===== config.mk =====
export PLATFORM = sky130hd
export DESIGN_NAME = bs_dispatch_scheduler
export DESIGN_NICKNAME = d
export VERILOG_FILES = /design/src/rtl/bs_sched_pkg.sv /design/src/rtl/bs_rr_arbiter.sv /design/src/rtl/bs_dispatch_scheduler.sv
export SDC_FILE = /design/constraint.sdc
export NUM_CORES = 2
export LEC_CHECK = 0
export ABC_AREA = 1
export CAP_MARGIN = 20
export CORE_AREA = 2 2 718 720
export DETAILED_ROUTE_END_ITERATION = 7
export DIE_AREA = 0 0 720 722
export PLACE_DENSITY = 0.35
export SYNTH_ARGS = -nofsm -noshare
export SYNTH_HDL_FRONTEND = slang
export SYNTH_HIERARCHICAL = 1
export SYNTH_SLANG_ARGS = --single-unit

===== constraint.sdc =====
create_clock -name clock -period 8.65 [get_ports clock]
set_input_delay 1.73 -clock clock [delete_from_list [all_inputs] [get_ports clock]]
set_output_delay 1.73 -clock clock [all_outputs]
set_load 0.1 [all_outputs]

===== src/rtl/bs_sched_pkg.sv =====
// ============================================================================
// Module      : bs_sched_pkg
// Description : Shared sizes, lane state encoding and pointer helper for the
//               Black-Scholes lane dispatch scheduler.
// Revision    : 1.0 - initial release
// ============================================================================
`default_nettype none

package bs_sched_pkg;

  localparam int BSMODS   = 20;
  localparam int DATASIZE = 192;
  localparam int RESW     = 64;
  localparam int IDXW     = $clog2(BSMODS);

  typedef enum logic [1:0] {
    FREE    = 2'd0,
    LOADED  = 2'd1,
    RUNNING = 2'd2,
    HOLD    = 2'd3
  } lane_state_e;

  // Round-robin pointer advance with wrap from the last lane back to lane 0.
  function automatic logic [IDXW-1:0] wrap_inc(input logic [IDXW-1:0] idx);
    return (idx == IDXW'(BSMODS - 1)) ? '0 : idx + 1'b1;
  endfunction

endpackage

`default_nettype wire


===== src/rtl/bs_rr_arbiter.sv =====
// ============================================================================
// Module      : bs_rr_arbiter
// Description : Combinational round-robin arbiter; the search starts at ptr_i
//               and wraps, returning a one-hot grant and its index.
// Revision    : 1.0 - initial release
// ============================================================================
`default_nettype none

module bs_rr_arbiter #(
  parameter int N  = 4,
  parameter int IW = (N > 1) ? $clog2(N) : 1
) (
  input  logic [N-1:0]  req_i,
  input  logic [IW-1:0] ptr_i,
  output logic [N-1:0]  gnt_o,
  output logic [IW-1:0] idx_o,
  output logic          any_o
);

  int idx;

  always_comb begin
    gnt_o = '0;
    idx_o = '0;
    any_o = 1'b0;
    idx   = 0;
    for (int off = 0; off < N; off++) begin
      idx = int'(ptr_i) + off;
      if (idx >= N) idx = idx - N;
      if (!any_o && req_i[idx]) begin
        any_o      = 1'b1;
        gnt_o[idx] = 1'b1;
        idx_o      = IW'(idx);
      end
    end
  end

endmodule

`default_nettype wire


===== src/rtl/bs_dispatch_scheduler.sv =====
// ============================================================================
// Module      : bs_dispatch_scheduler
// Description : Loads option packets into free Black-Scholes lanes, starts the
//               cores and merges lane results into one valid/ready stream.
// Revision    : 1.0 - initial release
// ============================================================================
`default_nettype none

module bs_dispatch_scheduler
  import bs_sched_pkg::*;
(
  input  logic                        clock,
  input  logic                        reset,
  input  logic                        pkt_valid,
  input  logic [DATASIZE-1:0]         pkt_data,
  output logic                        pkt_ready,
  output logic [DATASIZE-1:0]         FullPacket,
  output logic [BSMODS-1:0]           regEn,
  input  logic [BSMODS-1:0]           REG_READY,
  input  logic [BSMODS-1:0]           hasUnusedData,
  output logic [BSMODS-1:0]           BS_START,
  input  logic [BSMODS-1:0]           BS_IDLE,
  input  logic [BSMODS-1:0]           BS_DONE,
  input  logic [BSMODS-1:0][RESW-1:0] ap_return,
  output logic                        res_valid,
  input  logic                        res_ready,
  output logic [RESW-1:0]             res_data,
  output logic [IDXW-1:0]             res_lane,
  output logic [IDXW:0]               lanes_busy,
  output logic                        err_spurious
);

  logic [BSMODS-1:0]           eligible, hold_req, busy_d, start_d, spur_d;
  logic [BSMODS-1:0][RESW-1:0] result_vec;
  logic [BSMODS-1:0]           d_gnt, o_gnt;
  logic [IDXW-1:0]             d_idx, o_idx;
  logic                        d_any, o_any;
  logic                        disp_fire, out_fire, slot_free;
  logic [IDXW:0]               busy_cnt_d;

  logic [DATASIZE-1:0]         full_packet_q;
  logic [BSMODS-1:0]           reg_en_q, bs_start_q;
  logic [IDXW-1:0]             disp_ptr_q, res_ptr_q, res_lane_q;
  logic                        res_valid_q, err_q;
  logic [RESW-1:0]             res_data_q;
  logic [IDXW:0]               lanes_busy_q;

  assign pkt_ready = |eligible;
  assign disp_fire = pkt_valid && d_any;
  assign slot_free = !res_valid_q || res_ready;
  assign out_fire  = slot_free && o_any;

  bs_rr_arbiter #(.N(BSMODS), .IW(IDXW)) u_disp_arb (
    .req_i (eligible),
    .ptr_i (disp_ptr_q),
    .gnt_o (d_gnt),
    .idx_o (d_idx),
    .any_o (d_any)
  );

  bs_rr_arbiter #(.N(BSMODS), .IW(IDXW)) u_out_arb (
    .req_i (hold_req),
    .ptr_i (res_ptr_q),
    .gnt_o (o_gnt),
    .idx_o (o_idx),
    .any_o (o_any)
  );

  for (genvar u = 0; u < BSMODS; u++) begin : g_lane
    lane_state_e     state_q, state_d;
    logic [RESW-1:0] result_q;
    logic            start_l, spur_l;

    always_comb begin
      state_d = state_q;
      start_l = 1'b0;
      spur_l  = BS_DONE[u] && (state_q != RUNNING);
      case (state_q)
        FREE:    if (disp_fire && d_gnt[u]) state_d = LOADED;
        LOADED:  if (hasUnusedData[u] && BS_IDLE[u]) begin
                   state_d = RUNNING;
                   start_l = 1'b1;
                 end
        RUNNING: if (BS_DONE[u]) state_d = HOLD;
        HOLD:    if (out_fire && o_gnt[u]) state_d = FREE;
        default: state_d = FREE;
      endcase
    end

    always_ff @(posedge clock) begin
      if (reset) state_q <= FREE;
      else       state_q <= state_d;
    end

    // Result only matters while HOLD, so it needs no reset value.
    always_ff @(posedge clock) begin
      if (state_q == RUNNING && BS_DONE[u]) result_q <= ap_return[u];
    end

    assign eligible[u]   = (state_q == FREE) && REG_READY[u] && !hasUnusedData[u];
    assign hold_req[u]   = (state_q == HOLD);
    assign busy_d[u]     = (state_d != FREE);
    assign start_d[u]    = start_l;
    assign spur_d[u]     = spur_l;
    assign result_vec[u] = result_q;
  end

  always_comb begin
    busy_cnt_d = '0;
    for (int i = 0; i < BSMODS; i++) busy_cnt_d = busy_cnt_d + (IDXW+1)'(busy_d[i]);
  end

  always_ff @(posedge clock) begin
    if (reset) begin
      full_packet_q <= '0;
      reg_en_q      <= '0;
      bs_start_q    <= '0;
      disp_ptr_q    <= '0;
      res_ptr_q     <= '0;
      res_valid_q   <= 1'b0;
      res_data_q    <= '0;
      res_lane_q    <= '0;
      lanes_busy_q  <= '0;
      err_q         <= 1'b0;
    end else begin
      reg_en_q     <= disp_fire ? d_gnt : '0;
      bs_start_q   <= start_d;
      lanes_busy_q <= busy_cnt_d;
      err_q        <= err_q | (|spur_d);
      if (disp_fire) begin
        full_packet_q <= pkt_data;
        disp_ptr_q    <= wrap_inc(d_idx);
      end
      // The slot reloads on the same edge it is consumed, sustaining 1 result/cycle.
      if (out_fire) begin
        res_valid_q <= 1'b1;
        res_data_q  <= result_vec[o_idx];
        res_lane_q  <= o_idx;
        res_ptr_q   <= wrap_inc(o_idx);
      end else if (res_ready) begin
        res_valid_q <= 1'b0;
      end
    end
  end

  assign FullPacket   = full_packet_q;
  assign regEn        = reg_en_q;
  assign BS_START     = bs_start_q;
  assign res_valid    = res_valid_q;
  assign res_data     = res_data_q;
  assign res_lane     = res_lane_q;
  assign lanes_busy   = lanes_busy_q;
  assign err_spurious = err_q;

endmodule

`default_nettype wire


==> flow_summary.rst <==
.. list-table::
   :header-rows: 1

   * - Metric
     - Value
   * - Core box area
     - 0.5117 sq mm
   * - Width of the chip
     - 720 um
   * - Maximum clock rate
     - 117.7 MHz
   * - Overall overflow remaining after global route
     - 0
   * - Launch point of the worst path
     - REG_READY[6]
   * - Synthesis warning total
     - 6
   * - Global routing met2 resource utilization
     - 0.4022
   * - Maximum clock path buffer count
     - 4
   * - Top fanout value on the critical path
     - 5
   * - Layout cell share with drive strength beyond 1
     - 0.1740
   * - Main area contributors after synthesis
     - sky130_fd_sc_hd__edfxtp_1, sky130_fd_sc_hd__nand2_1, sky130_fd_sc_hd__dfxtp_1, sky130_fd_sc_hd__nand3_1, sky130_fd_sc_hd__nor2_1
   * - Routed Antenna Nets
     - 0
   * - Number of antenna violations at the first check in global routing
     - 225
   * - Nets@finish
     - 16630
   * - Number of enable flip-flop cells after synthesis
     - 1280
   * - Buffering stage count on the worst path with inverters included
     - 9
   * - Global-route wire length before repair
     - 858100 um
   * - Avg Vias per Cell
     - 4.339
   * - Slew of the pin with the lowest slew margin
     - 1.250 ns
   * - CP dominant cell by count
     - sky130_fd_sc_hd__nor2_4
   * - R2r startpoint
     - disp_ptr_q[1]
   * - Global Route met3 Usage
     - 0.03850
   * - Standard-cell rows
     - 263
   * - Startpoint class of the critical path
     - input port
   * - Met1 GRT Util
     - 0.3284
   * - Number of buffers inserted by port buffering
     - 1864
   * - Post-Route WL
     - 661600 um
   * - Placed standard-cell area
     - 0.1281 sq mm
   * - Post-synthesis sequential area ratio
     - 0.4983
   * - Tcrit/Tclk final
     - 0.9824
   * - Overall routing resource usage
     - 0.2437
   * - Latest clock arrival within the worst-skew pair
     - 0.97 ns
   * - Unique masters post-synth
     - 77
   * - Worst path arrival time
     - 9.33 ns
   * - Hold Violations, Final
     - 0
   * - Total number of clock tree sinks
     - 1638
   * - Worst clock skew
     - 0.1144 ns
   * - Result of the run
     - completed
   * - Combined area of the multi-input logic cells
     - 0.03848 sq mm
   * - Die area
     - 0.5198 sq mm
   * - Final Max Slew Viols
     - 0
   * - Total non-filler cell area in the finished layout
     - 0.1378 sq mm
   * - Final TNS setup
     - 0 ns
   * - Cell accounting for the most synthesized area
     - sky130_fd_sc_hd__edfxtp_1
   * - Cell count after placement
     - 21390
   * - Post-Syn Nets
     - 13490
   * - Via count of the first global-routing pass
     - 92120
   * - Area share of the largest cell type after synthesis
     - 0.4200
   * - Total number of vias
     - 95290
   * - Routed wire length per instance
     - 30.13 um
   * - Worst slew slack as a fraction of its limit
     - 0.1644
   * - Y dimension of the die
     - 722 um
   * - Worst stage delay on the critical path
     - 0.53 ns
   * - Boundary Pins
     - 1866
   * - Sequential cell area
     - 0.04562 sq mm
   * - Iteration count of the initial detailed-routing pass
     - 6
   * - Critical path capture point type
     - flop
   * - Cell count after synthesis
     - 11790
   * - Mean instance size in the synthesized netlist
     - 7.766 sq um
   * - Required @ worst endpoint
     - 9.48 ns
   * - Pin count of the biggest net entering global routing
     - 107
   * - Starting DRC count in detailed routing
     - 8159
   * - Detailed-placement wirelength estimate
     - 547400 um
   * - RePlAce Congestion
     - 0.9588
   * - Proportion of register bits with asynchronous set or reset after synthesis
     - 0
   * - Signed area change from the synthesized netlist to the final layout
     - 50.52%
   * - Post-Syn Area
     - 0.09152 sq mm
   * - Filler cell count in the final layout
     - 56160
   * - CTS Root Cell
     - sky130_fd_sc_hd__clkbuf_16
   * - Starting Density
     - 0.1788
   * - Layer carrying the most global-route usage
     - met2
   * - Clock transition at the registers of the reported paths
     - 0.06 ns
   * - Post-synth top flop
     - sky130_fd_sc_hd__edfxtp_1
   * - Slowest library cell on the worst path
     - sky130_fd_sc_hd__fa_1
   * - Classification of the worst-slack hold path
     - reg2reg
   * - Count of unresolved DRC violations after routing
     - 0
   * - Count of state elements after synthesis
     - 1638
   * - Crit path kind
     - in2reg
   * - Total number of H-tree levels
     - 4
   * - Final critical path time including I/O delays and setup
     - 8.497 ns
   * - CP delay by family, top
     - adder cells
   * - Max_cap viols
     - 0
   * - Hold_ws
     - 0.4845 ns
   * - Final Non-Filler Cells
     - 21960
   * - TritonCTS clock tree
     - done
   * - Hold path start
     - FullPacket[124]
   * - Number of endpoints failing setup at the final stage
     - 0
   * - Number of buffers added by the clock tree synthesis step
     - 214
placed cells by master, fill, tap and decap left out, drive strengths merged, types with 58 or more instances in the layout:
cell type,synthesis,final
a21oi,182,182
inv,1608,1615
clkinv,59,136
clkdlybuf4s50,0,1742
xor2,58,58
diode,0,99
nand4,331,331
dfxtp,358,358
nor3,68,68
ha,133,133
o21ai,664,664
o22ai,71,71
buf,315,1708
edfxtp,1280,1280
nand3,1400,1400
nand2,3011,3011
nor2,1815,1815
clkbuf,237,298
final timing paths:
check / slack, ns / cells after the start / endpoint
worst min register to register: 0.48 / 2 / FullPacket[124]
worst max register to register: 0.28 / 38 / lanes_busy[2]
worst min-delay path: 0.48 / 2 / FullPacket[124]
worst max-delay path: 0.15 / 40 / lanes_busy[2]
layout make-up:
class,count,area share
flip-flops and latches,1638,0.3312
multi-input cells,7928,0.2793
repair buffers,3470,0.2294
well taps,6757,0.06137
inverters,1667,0.04618
clock buffers,297,0.04305
clock inverters,103,0.007648
diodes,99,0.001798
repair inverters,1,0.00005450
routing by layer:
metal / vias up / part of all wire
li1: 44630 / -
met1: 46660 / 0.45
met2: 3178 / 0.47
met3: 753 / 0.054
met4: 78 / 0.029
met5: - / 0.00076
state kept, by name, indices dropped and copies added, names as in the netlist, 5 cells and up:
| name | flops |
|---|---|
| BS_START | 20 |
| g_lane.state_q | 40 |
| g_lane.result_q | 1280 |
| FullPacket | 192 |
| disp_ptr_q | 5 |
| regEn | 20 |
| res_lane | 5 |
| lanes_busy | 5 |
| res_ptr_q | 5 |
| res_data | 64 |
worst min-delay path, stage by stage, from the launching register on:
cell and delay [ns]:
sky130_fd_sc_hd__dfxtp_1 0.32, sky130_fd_sc_hd__nor2_1 0.05, sky130_fd_sc_hd__nor2_1 0.08
through the flow:
step,util,setup WS (ns)
after detailed placement,0.2504,-2.136
after global placement,0.2503,-2.117
final,0.2692,0.1526
after CTS,0.2650,0.001025
after global routing,0.2690,-0.09796
after floorplan,-,0.07429
timing repair:
action / 4_1_cts / 5_1_grt
pin swaps: 46 / 155
setup endpoints to repair: 5 / 5
cloned: 0 / 4
gates resized for setup: 149 / 408
hold buffers: 0 / 0
buffers inserted: 9 / 58
synth_stat cells (all sizes together) (2+ instances only):
| library cell | n |
|---|---|
| a211o | 3 |
| a211oi | 2 |
| a21boi | 13 |
| a21oi | 182 |
| a221oi | 6 |
| a22oi | 3 |
| a31oi | 16 |
| a32oi | 2 |
| and2 | 5 |
| and3 | 2 |
| buf | 315 |
| clkbuf | 237 |
| clkinv | 59 |
| dfxtp | 358 |
| edfxtp | 1280 |
| fa | 16 |
| ha | 133 |
| inv | 1608 |
| nand2 | 3011 |
| nand3 | 1400 |
| nand3b | 26 |
| nand4 | 331 |
| nor2 | 1815 |
| nor3 | 68 |
| nor4 | 23 |
| o211ai | 12 |
| o21a | 15 |
| o21ai | 664 |
| o21bai | 10 |
| o22ai | 71 |
| o31ai | 2 |
| or2 | 26 |
| or3 | 2 |
| xnor2 | 3 |
| xor2 | 58 |
cell families after synthesis:
| family | synth area share |
|---|---|
| AO/OA/AOI/OAI | 0.05995 |
| XOR/XNOR | 0.006289 |
| adder cells (fa/ha/maj) | 0.02168 |
| buffers and inverters | 0.1011 |
| flip-flops | 0.4983 |
| other | 0.00004098 |
| AND/OR/NAND/NOR | 0.3127 |
Power is left out: the tool's default activity adds up to more than one toggle a clock period on the data nets, which glitch-free logic cannot reach.
